**config.mk**
```make
export PLATFORM = sky130hd
export DESIGN_NAME = ct_lsu_pfu_gpfb_mlvl_flat
export DESIGN_NICKNAME = d
export VERILOG_FILES = /design/src/rtl/ct_lsu_pfu_gpfb_mlvl_if.sv /design/src/rtl/ct_lsu_pfu_gpfb_mlvl.sv /design/src/flat_wrapper.sv
export SDC_FILE = /design/constraint.sdc
export NUM_CORES = 1
export LEC_CHECK = 0
export CORE_UTILIZATION = 45
export CTS_CLUSTER_SIZE = 10
export DETAILED_ROUTE_END_ITERATION = 10
export PLACE_DENSITY = 0.7
export SYNTH_ARGS = -nofsm -noshare
export SYNTH_HDL_FRONTEND = slang
export SYNTH_SLANG_ARGS = --single-unit
```
**constraint.sdc**
```tcl
create_clock -name forever_cpuclk -period 8.2 [get_ports forever_cpuclk]
set_clock_uncertainty 0.15 [all_clocks]
set_input_delay 1.64 -clock forever_cpuclk [delete_from_list [all_inputs] [get_ports forever_cpuclk]]
set_output_delay 1.64 -clock forever_cpuclk [all_outputs]
set_load 0.01 [all_outputs]
```
**src/rtl/ct_lsu_pfu_gpfb_mlvl_if.sv**
```systemverilog
// Global prefetch buffer bundle: GSDB/LD-DA/CP0 controls and BIU/MMU arbiter handshakes.
// The slave modport is the prefetch buffer; the master modport is its environment.
interface ct_lsu_pfu_gpfb_mlvl_if #(
    parameter int VA_W     = 40,
    parameter int PPN_W    = 28,
    parameter int PGOFF_W  = 12,
    parameter int STRIDE_W = 11,
    parameter int DIST_W   = 4
);
    logic                       cp0_lsu_pfu_mmu_dis;
    logic [1:0]                 cp0_yy_priv_mode;
    logic                       pfu_gsdb_gpfb_create_vld;
    logic                       pfu_gsdb_gpfb_pop_req;
    logic                       pfu_pop_all_vld;
    logic [STRIDE_W-1:0]        pfu_gsdb_stride;
    logic                       pfu_gsdb_stride_neg;
    logic [VA_W-1:0]            ld_da_pfu_va;
    logic [PPN_W-1:0]           ld_da_ppn_ff;
    logic                       ld_da_page_sec_ff;
    logic                       ld_da_page_share_ff;
    logic                       ld_da_pfu_act_vld;
    logic [DIST_W-1:0]          lsu_pfu_l1_dist_sel;
    logic [DIST_W-1:0]          lsu_pfu_l2_dist_sel;
    logic                       pfu_dcache_pref_en;
    logic                       pfu_l2_pref_en;
    logic                       pfu_gpfb_biu_pe_req_grnt;
    logic                       pfu_biu_pe_req_sel_l1;
    logic                       pfu_gpfb_mmu_pe_req_grnt;
    logic                       pfu_mmu_pe_req_sel_l1;
    logic                       pfu_get_ppn_vld;
    logic                       pfu_get_ppn_err;
    logic [PPN_W-1:0]           pfu_get_ppn;
    logic                       pfu_get_page_sec;
    logic                       pfu_get_page_share;

    logic                       pfu_gpfb_vld;
    logic [1:0]                 pfu_gpfb_priv_mode;
    logic                       pfu_gpfb_biu_pe_req;
    logic [1:0]                 pfu_gpfb_biu_pe_req_src;
    logic                       pfu_gpfb_mmu_pe_req;
    logic [1:0]                 pfu_gpfb_mmu_pe_req_src;
    logic [PPN_W+PGOFF_W-1:0]   pfu_gpfb_l1_pf_addr;
    logic [PPN_W+PGOFF_W-1:0]   pfu_gpfb_l2_pf_addr;
    logic [VA_W-PGOFF_W-1:0]    pfu_gpfb_l1_vpn;
    logic [VA_W-PGOFF_W-1:0]    pfu_gpfb_l2_vpn;
    logic                       pfu_gpfb_l1_page_sec;
    logic                       pfu_gpfb_l1_page_share;
    logic                       pfu_gpfb_l2_page_sec;
    logic                       pfu_gpfb_l2_page_share;

    modport slave (
        input  cp0_lsu_pfu_mmu_dis, cp0_yy_priv_mode, pfu_gsdb_gpfb_create_vld,
               pfu_gsdb_gpfb_pop_req, pfu_pop_all_vld, pfu_gsdb_stride, pfu_gsdb_stride_neg,
               ld_da_pfu_va, ld_da_ppn_ff, ld_da_page_sec_ff, ld_da_page_share_ff,
               ld_da_pfu_act_vld, lsu_pfu_l1_dist_sel, lsu_pfu_l2_dist_sel,
               pfu_dcache_pref_en, pfu_l2_pref_en, pfu_gpfb_biu_pe_req_grnt,
               pfu_biu_pe_req_sel_l1, pfu_gpfb_mmu_pe_req_grnt, pfu_mmu_pe_req_sel_l1,
               pfu_get_ppn_vld, pfu_get_ppn_err, pfu_get_ppn, pfu_get_page_sec,
               pfu_get_page_share,
        output pfu_gpfb_vld, pfu_gpfb_priv_mode, pfu_gpfb_biu_pe_req, pfu_gpfb_biu_pe_req_src,
               pfu_gpfb_mmu_pe_req, pfu_gpfb_mmu_pe_req_src, pfu_gpfb_l1_pf_addr,
               pfu_gpfb_l2_pf_addr, pfu_gpfb_l1_vpn, pfu_gpfb_l2_vpn, pfu_gpfb_l1_page_sec,
               pfu_gpfb_l1_page_share, pfu_gpfb_l2_page_sec, pfu_gpfb_l2_page_share
    );

    modport master (
        output cp0_lsu_pfu_mmu_dis, cp0_yy_priv_mode, pfu_gsdb_gpfb_create_vld,
               pfu_gsdb_gpfb_pop_req, pfu_pop_all_vld, pfu_gsdb_stride, pfu_gsdb_stride_neg,
               ld_da_pfu_va, ld_da_ppn_ff, ld_da_page_sec_ff, ld_da_page_share_ff,
               ld_da_pfu_act_vld, lsu_pfu_l1_dist_sel, lsu_pfu_l2_dist_sel,
               pfu_dcache_pref_en, pfu_l2_pref_en, pfu_gpfb_biu_pe_req_grnt,
               pfu_biu_pe_req_sel_l1, pfu_gpfb_mmu_pe_req_grnt, pfu_mmu_pe_req_sel_l1,
               pfu_get_ppn_vld, pfu_get_ppn_err, pfu_get_ppn, pfu_get_page_sec,
               pfu_get_page_share,
        input  pfu_gpfb_vld, pfu_gpfb_priv_mode, pfu_gpfb_biu_pe_req, pfu_gpfb_biu_pe_req_src,
               pfu_gpfb_mmu_pe_req, pfu_gpfb_mmu_pe_req_src, pfu_gpfb_l1_pf_addr,
               pfu_gpfb_l2_pf_addr, pfu_gpfb_l1_vpn, pfu_gpfb_l2_vpn, pfu_gpfb_l1_page_sec,
               pfu_gpfb_l1_page_share, pfu_gpfb_l2_page_sec, pfu_gpfb_l2_page_share
    );
endinterface

```
**src/rtl/ct_lsu_pfu_gpfb_mlvl.sv**
```systemverilog
// Global prefetch buffer: one stride stream with independent L1/L2 issue pointers that run
// ahead of demand loads by a programmable distance, requesting translation on page cross.
module ct_lsu_pfu_gpfb_mlvl #(
    parameter int VA_W     = 40,
    parameter int PPN_W    = 28,
    parameter int PGOFF_W  = 12,
    parameter int STRIDE_W = 11,
    parameter int DIST_W   = 4
) (
    input  logic                     forever_cpuclk,
    input  logic                     cpurst,
    ct_lsu_pfu_gpfb_mlvl_if.slave    bus
);
    localparam logic [1:0] ST_INV   = 2'd0;
    localparam logic [1:0] ST_ISSUE = 2'd1;
    localparam logic [1:0] ST_TLB   = 2'd2;
    localparam logic [1:0] ST_WAIT  = 2'd3;

    // Entry-level state
    logic               r_vld;
    logic [1:0]         r_priv;
    logic               r_first_l1;   // with both levels in WAIT, L1 was granted first

    // Per-level views (index 0 = L1, 1 = L2)
    logic [1:0]         w_st   [2];
    logic [VA_W-1:0]    w_ptr  [2];
    logic [PPN_W-1:0]   w_ppn  [2];
    logic [1:0]         w_sec;
    logic [1:0]         w_share;
    logic [1:0]         w_en;
    logic [DIST_W-1:0]  w_sel  [2];
    logic [1:0]         w_biu_pick;
    logic [1:0]         w_mmu_pick;
    logic [1:0]         w_biu_src;
    logic [1:0]         w_mmu_src;
    logic [1:0]         w_biu_gnt;
    logic [1:0]         w_mmu_gnt;
    logic [1:0]         w_wait;
    logic [1:0]         w_ret;
    logic [1:0]         w_lvl_kill;

    logic [VA_W-1:0]    w_stride_ext;
    logic [VA_W-1:0]    w_cr_ptr;
    logic               w_cr_cross;
    logic               w_kill;
    logic               w_clear;

    assign w_en[0]       = bus.pfu_dcache_pref_en;
    assign w_en[1]       = bus.pfu_l2_pref_en;
    assign w_sel[0]      = bus.lsu_pfu_l1_dist_sel;
    assign w_sel[1]      = bus.lsu_pfu_l2_dist_sel;
    assign w_biu_pick[0] = bus.pfu_biu_pe_req_sel_l1;
    assign w_biu_pick[1] = !bus.pfu_biu_pe_req_sel_l1;
    assign w_mmu_pick[0] = bus.pfu_mmu_pe_req_sel_l1;
    assign w_mmu_pick[1] = !bus.pfu_mmu_pe_req_sel_l1;

    assign w_stride_ext = {{(VA_W-STRIDE_W){1'b0}}, bus.pfu_gsdb_stride};
    assign w_cr_ptr     = bus.pfu_gsdb_stride_neg ? (bus.ld_da_pfu_va - w_stride_ext)
                                                  : (bus.ld_da_pfu_va + w_stride_ext);
    assign w_cr_cross   = w_cr_ptr[VA_W-1:PGOFF_W] != bus.ld_da_pfu_va[VA_W-1:PGOFF_W];

    assign w_kill  = r_vld && ((bus.cp0_yy_priv_mode != r_priv) || (|w_lvl_kill));
    // pop_all beats create, create beats pop_req and internal kills
    assign w_clear = bus.pfu_pop_all_vld ||
                     (!bus.pfu_gsdb_gpfb_create_vld && (bus.pfu_gsdb_gpfb_pop_req || w_kill));

    genvar g;
    generate
        for (g = 0; g < 2; g++) begin : g_lvl
            localparam int   OTHER = 1 - g;
            localparam logic IS_L1 = (g == 0);

            logic [1:0]         r_st;
            logic [VA_W-1:0]    r_ptr;
            logic [PPN_W-1:0]   r_ppn;
            logic               r_sec;
            logic               r_share;
            logic [DIST_W:0]    r_ahead;
            logic [VA_W-1:0]    w_next;
            logic               w_cross;
            logic [DIST_W:0]    w_lim;

            assign w_st[g]    = r_st;
            assign w_ptr[g]   = r_ptr;
            assign w_ppn[g]   = r_ppn;
            assign w_sec[g]   = r_sec;
            assign w_share[g] = r_share;

            assign w_next  = bus.pfu_gsdb_stride_neg ? (r_ptr - w_stride_ext) : (r_ptr + w_stride_ext);
            assign w_cross = w_next[VA_W-1:PGOFF_W] != r_ptr[VA_W-1:PGOFF_W];
            assign w_lim   = {1'b0, w_sel[g]} + {{DIST_W{1'b0}}, 1'b1};

            assign w_biu_src[g] = r_vld && (r_st == ST_ISSUE) && w_en[g] && (r_ahead < w_lim);
            assign w_biu_gnt[g] = bus.pfu_gpfb_biu_pe_req_grnt && w_biu_pick[g] && w_biu_src[g];
            assign w_mmu_src[g] = r_vld && (r_st == ST_TLB) && !bus.cp0_lsu_pfu_mmu_dis;
            assign w_mmu_gnt[g] = bus.pfu_gpfb_mmu_pe_req_grnt && w_mmu_pick[g] && w_mmu_src[g];
            assign w_wait[g]    = (r_st == ST_WAIT);
            // Translations return in grant order: with both waiting, the older grant owns it
            assign w_ret[g]     = w_wait[g] && (!w_wait[OTHER] || (r_first_l1 == IS_L1));
            assign w_lvl_kill[g] = (w_ret[g] && bus.pfu_get_ppn_err) ||
                                   (w_biu_gnt[g] && w_cross && bus.cp0_lsu_pfu_mmu_dis) ||
                                   ((r_st == ST_TLB) && bus.cp0_lsu_pfu_mmu_dis);

            // Level FSM, issue pointer, translation and ahead-credit tracking
            always_ff @(posedge forever_cpuclk) begin
                if (cpurst || w_clear) begin
                    r_st    <= ST_INV;
                    r_ptr   <= '0;
                    r_ppn   <= '0;
                    r_sec   <= 1'b0;
                    r_share <= 1'b0;
                    r_ahead <= '0;
                end else if (bus.pfu_gsdb_gpfb_create_vld) begin
                    r_st    <= w_cr_cross ? ST_TLB : ST_ISSUE;
                    r_ptr   <= w_cr_ptr;
                    r_ppn   <= bus.ld_da_ppn_ff;
                    r_sec   <= bus.ld_da_page_sec_ff;
                    r_share <= bus.ld_da_page_share_ff;
                    r_ahead <= '0;
                end else begin
                    case (r_st)
                        ST_ISSUE: begin
                            if (w_biu_gnt[g]) begin
                                r_ptr <= w_next;
                                if (w_cross) begin
                                    r_st <= ST_TLB;
                                end
                            end
                        end
                        ST_TLB: begin
                            if (w_mmu_gnt[g]) begin
                                r_st <= ST_WAIT;
                            end
                        end
                        ST_WAIT: begin
                            if (w_ret[g] && bus.pfu_get_ppn_vld && !bus.pfu_get_ppn_err) begin
                                r_ppn   <= bus.pfu_get_ppn;
                                r_sec   <= bus.pfu_get_page_sec;
                                r_share <= bus.pfu_get_page_share;
                                r_st    <= ST_ISSUE;
                            end
                        end
                        default: ;
                    endcase
                    // Grant and demand in the same cycle cancel out
                    if (w_biu_gnt[g] && !bus.ld_da_pfu_act_vld) begin
                        r_ahead <= r_ahead + 1'b1;
                    end else if (!w_biu_gnt[g] && bus.ld_da_pfu_act_vld && (r_ahead != '0)) begin
                        r_ahead <= r_ahead - 1'b1;
                    end
                end
            end
        end
    endgenerate

    // Entry valid, captured privilege and MMU grant ordering
    always_ff @(posedge forever_cpuclk) begin
        if (cpurst || w_clear) begin
            r_vld      <= 1'b0;
            r_priv     <= '0;
            r_first_l1 <= 1'b0;
        end else if (bus.pfu_gsdb_gpfb_create_vld) begin
            r_vld      <= 1'b1;
            r_priv     <= bus.cp0_yy_priv_mode;
            r_first_l1 <= 1'b0;
        end else if (w_mmu_gnt[0]) begin
            r_first_l1 <= !w_wait[1];
        end else if (w_mmu_gnt[1]) begin
            r_first_l1 <= w_wait[0];
        end
    end

    assign bus.pfu_gpfb_vld            = r_vld;
    assign bus.pfu_gpfb_priv_mode      = r_priv;
    assign bus.pfu_gpfb_biu_pe_req_src = w_biu_src;
    assign bus.pfu_gpfb_biu_pe_req     = |w_biu_src;
    assign bus.pfu_gpfb_mmu_pe_req_src = w_mmu_src;
    assign bus.pfu_gpfb_mmu_pe_req     = |w_mmu_src;
    assign bus.pfu_gpfb_l1_pf_addr     = {w_ppn[0], w_ptr[0][PGOFF_W-1:0]};
    assign bus.pfu_gpfb_l2_pf_addr     = {w_ppn[1], w_ptr[1][PGOFF_W-1:0]};
    assign bus.pfu_gpfb_l1_vpn         = w_ptr[0][VA_W-1:PGOFF_W];
    assign bus.pfu_gpfb_l2_vpn         = w_ptr[1][VA_W-1:PGOFF_W];
    assign bus.pfu_gpfb_l1_page_sec    = w_sec[0];
    assign bus.pfu_gpfb_l1_page_share  = w_share[0];
    assign bus.pfu_gpfb_l2_page_sec    = w_sec[1];
    assign bus.pfu_gpfb_l2_page_share  = w_share[1];
endmodule

```
**src/flat_wrapper.sv**
```systemverilog
// flat-port wrapper written by rule: the top's interface ports become plain ports
module ct_lsu_pfu_gpfb_mlvl_flat 
#(
    parameter int VA_W     = 40,
    parameter int PPN_W    = 28,
    parameter int PGOFF_W  = 12,
    parameter int STRIDE_W = 11,
    parameter int DIST_W   = 4
)
  (forever_cpuclk, cpurst, bus_cp0_lsu_pfu_mmu_dis, bus_cp0_yy_priv_mode, bus_pfu_gsdb_gpfb_create_vld, bus_pfu_gsdb_gpfb_pop_req, bus_pfu_pop_all_vld, bus_pfu_gsdb_stride, bus_pfu_gsdb_stride_neg, bus_ld_da_pfu_va, bus_ld_da_ppn_ff, bus_ld_da_page_sec_ff, bus_ld_da_page_share_ff, bus_ld_da_pfu_act_vld, bus_lsu_pfu_l1_dist_sel, bus_lsu_pfu_l2_dist_sel, bus_pfu_dcache_pref_en, bus_pfu_l2_pref_en, bus_pfu_gpfb_biu_pe_req_grnt, bus_pfu_biu_pe_req_sel_l1, bus_pfu_gpfb_mmu_pe_req_grnt, bus_pfu_mmu_pe_req_sel_l1, bus_pfu_get_ppn_vld, bus_pfu_get_ppn_err, bus_pfu_get_ppn, bus_pfu_get_page_sec, bus_pfu_get_page_share, bus_pfu_gpfb_vld, bus_pfu_gpfb_priv_mode, bus_pfu_gpfb_biu_pe_req, bus_pfu_gpfb_biu_pe_req_src, bus_pfu_gpfb_mmu_pe_req, bus_pfu_gpfb_mmu_pe_req_src, bus_pfu_gpfb_l1_pf_addr, bus_pfu_gpfb_l2_pf_addr, bus_pfu_gpfb_l1_vpn, bus_pfu_gpfb_l2_vpn, bus_pfu_gpfb_l1_page_sec, bus_pfu_gpfb_l1_page_share, bus_pfu_gpfb_l2_page_sec, bus_pfu_gpfb_l2_page_share);
  ct_lsu_pfu_gpfb_mlvl_if #(.VA_W(VA_W), .PPN_W(PPN_W), .PGOFF_W(PGOFF_W), .STRIDE_W(STRIDE_W), .DIST_W(DIST_W)) bus_i ();
  input  logic forever_cpuclk;
  input  logic cpurst;
  input wire logic [$bits(bus_i.cp0_lsu_pfu_mmu_dis)-1:0] bus_cp0_lsu_pfu_mmu_dis;
  input wire logic [$bits(bus_i.cp0_yy_priv_mode)-1:0] bus_cp0_yy_priv_mode;
  input wire logic [$bits(bus_i.pfu_gsdb_gpfb_create_vld)-1:0] bus_pfu_gsdb_gpfb_create_vld;
  input wire logic [$bits(bus_i.pfu_gsdb_gpfb_pop_req)-1:0] bus_pfu_gsdb_gpfb_pop_req;
  input wire logic [$bits(bus_i.pfu_pop_all_vld)-1:0] bus_pfu_pop_all_vld;
  input wire logic [$bits(bus_i.pfu_gsdb_stride)-1:0] bus_pfu_gsdb_stride;
  input wire logic [$bits(bus_i.pfu_gsdb_stride_neg)-1:0] bus_pfu_gsdb_stride_neg;
  input wire logic [$bits(bus_i.ld_da_pfu_va)-1:0] bus_ld_da_pfu_va;
  input wire logic [$bits(bus_i.ld_da_ppn_ff)-1:0] bus_ld_da_ppn_ff;
  input wire logic [$bits(bus_i.ld_da_page_sec_ff)-1:0] bus_ld_da_page_sec_ff;
  input wire logic [$bits(bus_i.ld_da_page_share_ff)-1:0] bus_ld_da_page_share_ff;
  input wire logic [$bits(bus_i.ld_da_pfu_act_vld)-1:0] bus_ld_da_pfu_act_vld;
  input wire logic [$bits(bus_i.lsu_pfu_l1_dist_sel)-1:0] bus_lsu_pfu_l1_dist_sel;
  input wire logic [$bits(bus_i.lsu_pfu_l2_dist_sel)-1:0] bus_lsu_pfu_l2_dist_sel;
  input wire logic [$bits(bus_i.pfu_dcache_pref_en)-1:0] bus_pfu_dcache_pref_en;
  input wire logic [$bits(bus_i.pfu_l2_pref_en)-1:0] bus_pfu_l2_pref_en;
  input wire logic [$bits(bus_i.pfu_gpfb_biu_pe_req_grnt)-1:0] bus_pfu_gpfb_biu_pe_req_grnt;
  input wire logic [$bits(bus_i.pfu_biu_pe_req_sel_l1)-1:0] bus_pfu_biu_pe_req_sel_l1;
  input wire logic [$bits(bus_i.pfu_gpfb_mmu_pe_req_grnt)-1:0] bus_pfu_gpfb_mmu_pe_req_grnt;
  input wire logic [$bits(bus_i.pfu_mmu_pe_req_sel_l1)-1:0] bus_pfu_mmu_pe_req_sel_l1;
  input wire logic [$bits(bus_i.pfu_get_ppn_vld)-1:0] bus_pfu_get_ppn_vld;
  input wire logic [$bits(bus_i.pfu_get_ppn_err)-1:0] bus_pfu_get_ppn_err;
  input wire logic [$bits(bus_i.pfu_get_ppn)-1:0] bus_pfu_get_ppn;
  input wire logic [$bits(bus_i.pfu_get_page_sec)-1:0] bus_pfu_get_page_sec;
  input wire logic [$bits(bus_i.pfu_get_page_share)-1:0] bus_pfu_get_page_share;
  output wire logic [$bits(bus_i.pfu_gpfb_vld)-1:0] bus_pfu_gpfb_vld;
  output wire logic [$bits(bus_i.pfu_gpfb_priv_mode)-1:0] bus_pfu_gpfb_priv_mode;
  output wire logic [$bits(bus_i.pfu_gpfb_biu_pe_req)-1:0] bus_pfu_gpfb_biu_pe_req;
  output wire logic [$bits(bus_i.pfu_gpfb_biu_pe_req_src)-1:0] bus_pfu_gpfb_biu_pe_req_src;
  output wire logic [$bits(bus_i.pfu_gpfb_mmu_pe_req)-1:0] bus_pfu_gpfb_mmu_pe_req;
  output wire logic [$bits(bus_i.pfu_gpfb_mmu_pe_req_src)-1:0] bus_pfu_gpfb_mmu_pe_req_src;
  output wire logic [$bits(bus_i.pfu_gpfb_l1_pf_addr)-1:0] bus_pfu_gpfb_l1_pf_addr;
  output wire logic [$bits(bus_i.pfu_gpfb_l2_pf_addr)-1:0] bus_pfu_gpfb_l2_pf_addr;
  output wire logic [$bits(bus_i.pfu_gpfb_l1_vpn)-1:0] bus_pfu_gpfb_l1_vpn;
  output wire logic [$bits(bus_i.pfu_gpfb_l2_vpn)-1:0] bus_pfu_gpfb_l2_vpn;
  output wire logic [$bits(bus_i.pfu_gpfb_l1_page_sec)-1:0] bus_pfu_gpfb_l1_page_sec;
  output wire logic [$bits(bus_i.pfu_gpfb_l1_page_share)-1:0] bus_pfu_gpfb_l1_page_share;
  output wire logic [$bits(bus_i.pfu_gpfb_l2_page_sec)-1:0] bus_pfu_gpfb_l2_page_sec;
  output wire logic [$bits(bus_i.pfu_gpfb_l2_page_share)-1:0] bus_pfu_gpfb_l2_page_share;
  assign bus_i.cp0_lsu_pfu_mmu_dis = bus_cp0_lsu_pfu_mmu_dis;
  assign bus_i.cp0_yy_priv_mode = bus_cp0_yy_priv_mode;
  assign bus_i.pfu_gsdb_gpfb_create_vld = bus_pfu_gsdb_gpfb_create_vld;
  assign bus_i.pfu_gsdb_gpfb_pop_req = bus_pfu_gsdb_gpfb_pop_req;
  assign bus_i.pfu_pop_all_vld = bus_pfu_pop_all_vld;
  assign bus_i.pfu_gsdb_stride = bus_pfu_gsdb_stride;
  assign bus_i.pfu_gsdb_stride_neg = bus_pfu_gsdb_stride_neg;
  assign bus_i.ld_da_pfu_va = bus_ld_da_pfu_va;
  assign bus_i.ld_da_ppn_ff = bus_ld_da_ppn_ff;
  assign bus_i.ld_da_page_sec_ff = bus_ld_da_page_sec_ff;
  assign bus_i.ld_da_page_share_ff = bus_ld_da_page_share_ff;
  assign bus_i.ld_da_pfu_act_vld = bus_ld_da_pfu_act_vld;
  assign bus_i.lsu_pfu_l1_dist_sel = bus_lsu_pfu_l1_dist_sel;
  assign bus_i.lsu_pfu_l2_dist_sel = bus_lsu_pfu_l2_dist_sel;
  assign bus_i.pfu_dcache_pref_en = bus_pfu_dcache_pref_en;
  assign bus_i.pfu_l2_pref_en = bus_pfu_l2_pref_en;
  assign bus_i.pfu_gpfb_biu_pe_req_grnt = bus_pfu_gpfb_biu_pe_req_grnt;
  assign bus_i.pfu_biu_pe_req_sel_l1 = bus_pfu_biu_pe_req_sel_l1;
  assign bus_i.pfu_gpfb_mmu_pe_req_grnt = bus_pfu_gpfb_mmu_pe_req_grnt;
  assign bus_i.pfu_mmu_pe_req_sel_l1 = bus_pfu_mmu_pe_req_sel_l1;
  assign bus_i.pfu_get_ppn_vld = bus_pfu_get_ppn_vld;
  assign bus_i.pfu_get_ppn_err = bus_pfu_get_ppn_err;
  assign bus_i.pfu_get_ppn = bus_pfu_get_ppn;
  assign bus_i.pfu_get_page_sec = bus_pfu_get_page_sec;
  assign bus_i.pfu_get_page_share = bus_pfu_get_page_share;
  assign bus_pfu_gpfb_vld = bus_i.pfu_gpfb_vld;
  assign bus_pfu_gpfb_priv_mode = bus_i.pfu_gpfb_priv_mode;
  assign bus_pfu_gpfb_biu_pe_req = bus_i.pfu_gpfb_biu_pe_req;
  assign bus_pfu_gpfb_biu_pe_req_src = bus_i.pfu_gpfb_biu_pe_req_src;
  assign bus_pfu_gpfb_mmu_pe_req = bus_i.pfu_gpfb_mmu_pe_req;
  assign bus_pfu_gpfb_mmu_pe_req_src = bus_i.pfu_gpfb_mmu_pe_req_src;
  assign bus_pfu_gpfb_l1_pf_addr = bus_i.pfu_gpfb_l1_pf_addr;
  assign bus_pfu_gpfb_l2_pf_addr = bus_i.pfu_gpfb_l2_pf_addr;
  assign bus_pfu_gpfb_l1_vpn = bus_i.pfu_gpfb_l1_vpn;
  assign bus_pfu_gpfb_l2_vpn = bus_i.pfu_gpfb_l2_vpn;
  assign bus_pfu_gpfb_l1_page_sec = bus_i.pfu_gpfb_l1_page_sec;
  assign bus_pfu_gpfb_l1_page_share = bus_i.pfu_gpfb_l1_page_share;
  assign bus_pfu_gpfb_l2_page_sec = bus_i.pfu_gpfb_l2_page_sec;
  assign bus_pfu_gpfb_l2_page_share = bus_i.pfu_gpfb_l2_page_share;
  ct_lsu_pfu_gpfb_mlvl #(.VA_W(VA_W), .PPN_W(PPN_W), .PGOFF_W(PGOFF_W), .STRIDE_W(STRIDE_W), .DIST_W(DIST_W)) u_core (.forever_cpuclk(forever_cpuclk), .cpurst(cpurst), .bus(bus_i));
endmodule
```
==> results.cfg, run 1 <==
[logic_synthesis]
synth_top_cells_by_area = dfxtp_1, ha_1, xnor2_1
synth_ff_type = dfxtp_1
yosysWarnings = 0
synth.avg_cell_area_um2 = 7.31
synth_cell_types = 102
synthesis.area_um2 = 18200
async_reset_ff_share_pct = 0
synth_edf_count = 0
seq_area_frac_synth_pct = 17.4
ys_seq_elements = 158
synth_top_cell_area_share_pct = 17.4
synth_cells = 2492
syn_nets = 2751
yosys.area.top_type = dfxtp_1

[pwr]
powerDensity_nw_per_um2 = 142
combPwrFrac_pct = 47.0
ir_worst_vdd_v = 0.000188
clock_power_share_pct = 26.3
power_switching_w = 0.00136
leakage_nw = 9.08
intPower_w = 0.00188
seq_power_share_pct = 26.7
netSwitchingFraction_pct = 42.0

[routing]
ant_nets = 0
first_pass_iters = 9
first_iter_violations = 2328
wirelength_mm = 78.5
route.detailed.drc = 0
dr_total_vias = 20871
wire_per_inst_um = 23.6
viasPerCell = 6.27

[cts]
clk_pin_slew_worst_paths_ns = 0.07
cts_buffers = 17
clock_latency_ns = 0.51
cts.htree.levels = 4
cts_tree = yes
postCtsHoldBufs = 0
cts_sinks = 158
cts_root_buf = clkbuf_16
clockBufferDepth = 2

[finish]
layout_commonest_cell = clkdlybuf4s50_1
fin_util_pct = 57.3
nNetsFinal = 3049
final_cell_mix = clkdlybuf4s50_1, nor2_1, nand2_1
insertedDiodeCount = 0
layout-drive-gt1-share_pct = 9.81
synthToLayoutAreaGrowth_pct = 25.3

[critical_path]
r2r_setup_slack_ns = 2.34
crit_path_max_incr_delay_ns = 0.81
path_max_fanout = 73
critical_path_class = primary input to register
end_kind = register
path_cells = clkdlybuf4s50_1 > mux2i_2 > fa_1 > a21o_1 > nand2_1 > o211ai_1 > a2111oi_0 > or4_1 > buf_4 > a2111o_1 > a2111oi_0 > nor2b_1 > xnor2_1 > xnor2_1 > nand4_1 > o21ai_2 > a31oi_4 > buf_12 > a211oi_1
cp_slowest_cell = a2111oi_0
r2r_cells = 20
crit_arrival_ns = 8.02
rr_startpoint = u_core.g_lvl[1].r_ptr[0]
crit_path_start_kind = primary input
crit_required_ns = 8.45
reg2reg_to = u_core.g_lvl[1].r_ppn[16]

[global_routing]
grt_usage_pct = 37.5
grt_start_max_net_pins = 74
overflow = 0
antenna_found_initial = 1
grt_pass1_vias = 19864
grt_pass1_wl_mm = 119

[floorplan]
dieHeight_um = 203
initial_core_util_pct = 45.8
rows = 73
ios = 286
die_w_um = 203
core_um2 = 39800
dieArea_um2 = 41300

[timing]
period_share_pct = 94.8
setup_viol = 0
maxSlewViolCount = 0
holdWs_ns = 0.347
fin_crit_ns = 7.77
worstMarginPinSlew_ns = 1.15
fmaxAchievable_ghz = 0.129
relSlewSlack_pct = 23.1
hold_viol_final = 0
rsz0062_at_grt = false

[placement]
detailed_place_hpwl_mm = 62.7
gp_congestion = 1.03
port_buffers = 285

[hold_path]
hold_path.class = register to register
holdPathStages = 2
min_to = u_core.g_lvl[0].r_ppn[18]
worstHoldStart = u_core.g_lvl[0].r_ppn[18]

[run_status]
status = finished clean

[flow_run]
cap_violations = 0
## power groups by stage
stage | registers, W | logic (W) | clock network [W]
6_report | 0.000864 | 0.00152 | 0.000852
5_1_grt | 0.000869 | 0.00163 | 0.000892
4_1_cts | 0.000862 | 0.00148 | 0.000863
3_5_place_dp | 0.000879 | 0.00147 | 0
3_3_place_gp | 0.000878 | 0.00147 | 0
2_1_floorplan | 0.000879 | 0.000890 | 0
## per-layer routing
metal,vias to the layer above,wire (µm),track usage (%)
met4,0,3020,15.1
met2,997,34700,58.0
met1,9899,33200,50.0
met3,190,7570,8.57
met5,-,0,0
li1,9785,-,-
## flip-flops by register name (all words and copies together), names as in the netlist
signal	cells
u_core.g_lvl.r_ahead	10
u_core.bus.pfu_gpfb_l2_page_sec	1
u_core.bus.pfu_gpfb_l2_page_share	1
u_core.r_first_l1	1
u_core.bus.pfu_gpfb_vld	1
u_core.bus.pfu_gpfb_priv_mode	2
u_core.g_lvl.r_ptr	80
u_core.g_lvl.r_ppn	56
u_core.g_lvl.r_st	4
u_core.bus.pfu_gpfb_l1_page_sec	1
u_core.bus.pfu_gpfb_l1_page_share	1
## how the worst max path moves through the flow
stage / from / endpoint / slack [ns] / depth (start not counted)
global route: bus_pfu_gsdb_stride_neg / u_core.g_lvl[1].r_ppn[16] / 0.08 / 19
global placement: bus_pfu_gsdb_stride_neg / u_core.g_lvl[1].r_ptr[25] / -0.04 / 20
detailed placement: bus_pfu_gsdb_stride_neg / u_core.g_lvl[0].r_ahead[2] / -0.13 / 19
floorplan: bus_pfu_gsdb_stride[9] / u_core.g_lvl[1].r_ppn[2] / 1.24 / 23
finish: bus_pfu_gsdb_stride_neg / u_core.g_lvl[1].r_ppn[16] / 0.43 / 19
CTS: bus_pfu_gsdb_stride_neg / u_core.r_first_l1 / 0.40 / 19
## synth_stat cells (13+ instances only)
library cell,instances
maj3_1,15
buf_2,14
ha_1,117
a211oi_2,20
a21oi_1,202
dfxtp_1,158
o211ai_1,20
o21bai_1,26
o21ai_0,172
a31oi_1,21
nor2b_1,21
inv_1,65
a211oi_1,77
a21o_1,59
nor2_1,281
and3_1,25
buf_1,13
xnor2_1,144
mux2i_1,50
clkbuf_1,115
and2_1,22
nand2b_1,20
nor4_1,22
nand2_1,248
or2_2,17
o21a_1,17
xor2_1,47
nor3_1,63
nand4_1,55
nand3_1,53
or3_1,21
o31ai_1,17
## cell type report
| class | count | area [µm²] |
|---|---|---|
| Clock inverter | 14 | 158 |
| Sequential cell | 158 | 3160 |
| Tap cell | 525 | 657 |
| Timing Repair Buffer | 435 | 4020 |
| Multi-Input combinational cell | 2111 | 14100 |
| Inverter | 67 | 251 |
| Clock buffer | 18 | 439 |
| Fill cell | 3766 | 17000 |
## metrics by stage
step / TNS, ns / total power [W] / worst slack (ns) / instances / area [µm²]
floorplan: 0 / 0.00177 / 1.24 / 2492 / 18200
global placement: -0.344 / 0.00234 / -0.0360 / 3296 / 22200
detailed placement: -2.40 / 0.00235 / -0.125 / 3296 / 22200
CTS: 0 / 0.00321 / 0.399 / 3328 / 22800
global route: 0 / 0.00339 / 0.0837 / 3328 / 22800
finish: 0 / 0.00324 / 0.428 / 3328 / 22800
## what timing repair did
action / 4_1_cts / 5_1_grt
hold endpoints to repair: 0 / 0
resized for setup: 0 / 1
endpoints found under the setup margin: 0 / 41
buffers inserted: 0 / 0
## kinds of logic (layout without fill, tap and decap cells)
logic type | after synthesis | count (layout) | synth area share, %
flops | 158 | 158 | 17.4
xor+xnor | 205 | 205 | 10.9
fa+ha+maj | 138 | 138 | 9.47
compound gates | 807 | 807 | 30.3
simple gates | 907 | 907 | 23.8
mux | 54 | 54 | 2.99
buf+inv | 223 | 534 | 5.08
## critical path, delay by kind of cell
kind	cells	cell delay [ns]
compound gates	8	2.63
buf+inv	3	1.18
simple gates	4	1.00
xor+xnor	2	0.59
mux	1	0.59
fa+ha+maj	1	0.34
(Power assumes the default switching activity.)
==> run 2: changes to the inputs <==
Settings changed: CAP_MARGIN set to 20.
==> run 2 against run 1 <==
Net effect:
- non-clock buffer count is 2 higher
- largest power group unchanged
- sequential power hardly changed
- global-route usage stayed put
- first-iteration DRC count is 1.8% lower
- final cell count hardly changed
==> results.cfg, run 2 (synthesized netlist as in run 1, its figures left out) <==
[placement]
detailed_place_hpwl_mm = 62.7
placed_area_um2 = 22200
gp_congestion = 1.03
port_buffers = 285

[floorplan]
dieHeight_um = 203
core_um2 = 39800
die_w_um = 203
dieArea_um2 = 41300
initial_core_util_pct = 45.8
rows = 73
ios = 286

[cts]
cts_buffers = 17
cts_tree = yes
cts_sinks = 158
clk_pin_slew_worst_paths_ns = 0.07
cts_setup_buffers = 0
cts.htree.levels = 4
cts_root_buf = clkbuf_16
clock_latency_ns = 0.50
clockBufferDepth = 2

[timing]
fmaxAchievable_ghz = 0.127
rsz0062_at_grt = false
holdWs_ns = 0.347
period_share_pct = 96.0
tns_ns = 0
setup_viol = 0
relSlewSlack_pct = 26.0
worstMarginPinSlew_ns = 1.08
hold_viol_final = 0
fin_crit_ns = 7.87
maxSlewViolCount = 0

[critical_path]
critical_path_class = primary input to register
rr_startpoint = u_core.g_lvl[1].r_ptr[0]
critPathTopFamily = compound AO/OA/AOI/OAI gates
end_kind = register
path_cells = clkdlybuf4s50_1 > mux2i_2 > fa_1 > a21o_1 > nand2_1 > o211ai_1 > a2111oi_0 > or4_1 > buf_4 > a2111o_1 > a2111oi_0 > nor2b_1 > xnor2_1 > xnor2_1 > nand4_1 > o21ai_2 > a31oi_4 > buf_12 > a211oi_1
cp_slowest_cell = a2111oi_0
crit_path_start_kind = primary input
crit_arrival_ns = 8.12
crit_path_max_incr_delay_ns = 0.88
crit_required_ns = 8.45
crit_buf_inv = 3
path_max_fanout = 73
crit_start = bus_pfu_gsdb_stride_neg

[routing]
first_pass_iters = 5
wirelength_mm = 78.6
ant_nets = 0
route.detailed.drc = 0
wire_per_inst_um = 23.6
dr_total_vias = 20933
viasPerCell = 6.29
first_iter_violations = 2286

[global_routing]
overflow = 0
grt_pass1_vias = 19864
grt_start_max_net_pins = 74
antenna_found_initial = 1
grt_pass1_wl_mm = 119
grt_usage_pct = 37.5

[finish]
top_regs = u_core.g_lvl.r_ptr x80, u_core.g_lvl.r_ppn x56, u_core.g_lvl.r_ahead x10
final_area_um2 = 22900
layout-drive-gt1-share_pct = 9.88
insertedDiodeCount = 0
final_cell_mix = clkdlybuf4s50_1, nor2_1, nand2_1
synthToLayoutAreaGrowth_pct = 25.5
layout_commonest_cell = clkdlybuf4s50_1
nNetsFinal = 3051
n_fill_cell = 3761
largest_reg_flops = 80
top_register = u_core.g_lvl.r_ptr

[run_status]
status = finished clean

[hold_path]
hold_path.class = register to register
worstHoldStart = u_core.g_lvl[0].r_ppn[18]

[pwr]
powerDensity_nw_per_um2 = 142
leakage_nw = 9.10
ir_worst_vdd_v = 0.000188

[flow_run]
cap_violations = 0
[run 2: changes by cell type in the layout (fill, tap and decap cells not counted)]
cell,before,now
buf_12,3,5
[run 2: where the power goes]
| group | leakage (nW) | switching [W] | internal, W |
|---|---|---|---|
| combinational | 7.52 | 0.000894 | 0.000629 |
| clock | 0.298 | 0.000409 | 0.000441 |
| sequential | 1.29 | 0.0000555 | 0.000808 |
| total | 9.10 | 0.00136 | 0.00188 |
[run 2: layer usage]
layer  track usage (%)  wire, µm  vias to the layer above
met5                 0         0                        -
met1              50.0     33600                     9937
li1                  -         -                     9798
met2              58.0     34800                     1008
met4              15.1      2940                        0
met3              8.57      7270                      190
[run 2: per-stage QoR]
step / setup slack, ns / power (W) / cells / util, %
4_1_cts: 0.399 / 0.00321 / 3328 / 57.3
6_report: 0.330 / 0.00324 / 3330 / 57.4
2_1_floorplan: 1.24 / 0.00177 / 2492 / -
5_1_grt: 0.0837 / 0.00339 / 3330 / 57.4
3_3_place_gp: -0.0360 / 0.00234 / 3296 / 55.8
3_5_place_dp: -0.125 / 0.00235 / 3296 / 55.8
[run 2: final timing paths]
kind | end | slack, ns | cells after the start
worst min-delay path | u_core.g_lvl[0].r_ppn[18] | 0.35 | 2
worst max register to register | u_core.g_lvl[1].r_ppn[16] | 2.27 | 20
worst max-delay path | u_core.g_lvl[1].r_ppn[16] | 0.33 | 19
worst min register to register | u_core.g_lvl[0].r_ppn[18] | 0.35 | 2
[run 2: timing repair]
action	4_1_cts	5_1_grt
endpoints found under the hold margin	0	0
setup endpoints to repair	0	42
gates resized for setup	0	1
hold buffers	0	0
[run 2: worst min-delay path: stages, from the launching register on]
cell	delay (ns)
dfxtp_1	0.31
nor2_1	0.09
a211oi_1	0.05
[run 2: final cells by class]
| type | count | area, µm² | share of cell area [%] |
|---|---|---|---|
| timing repair buffer | 437 | 4060 | 17.7 |
| clock buffer | 18 | 439 | 1.92 |
| clock inverter | 14 | 158 | 0.689 |
| tap | 525 | 657 | 2.87 |
| multi-input combinational | 2111 | 14100 | 61.9 |
| inverter | 67 | 251 | 1.10 |
| sequential | 158 | 3160 | 13.8 |
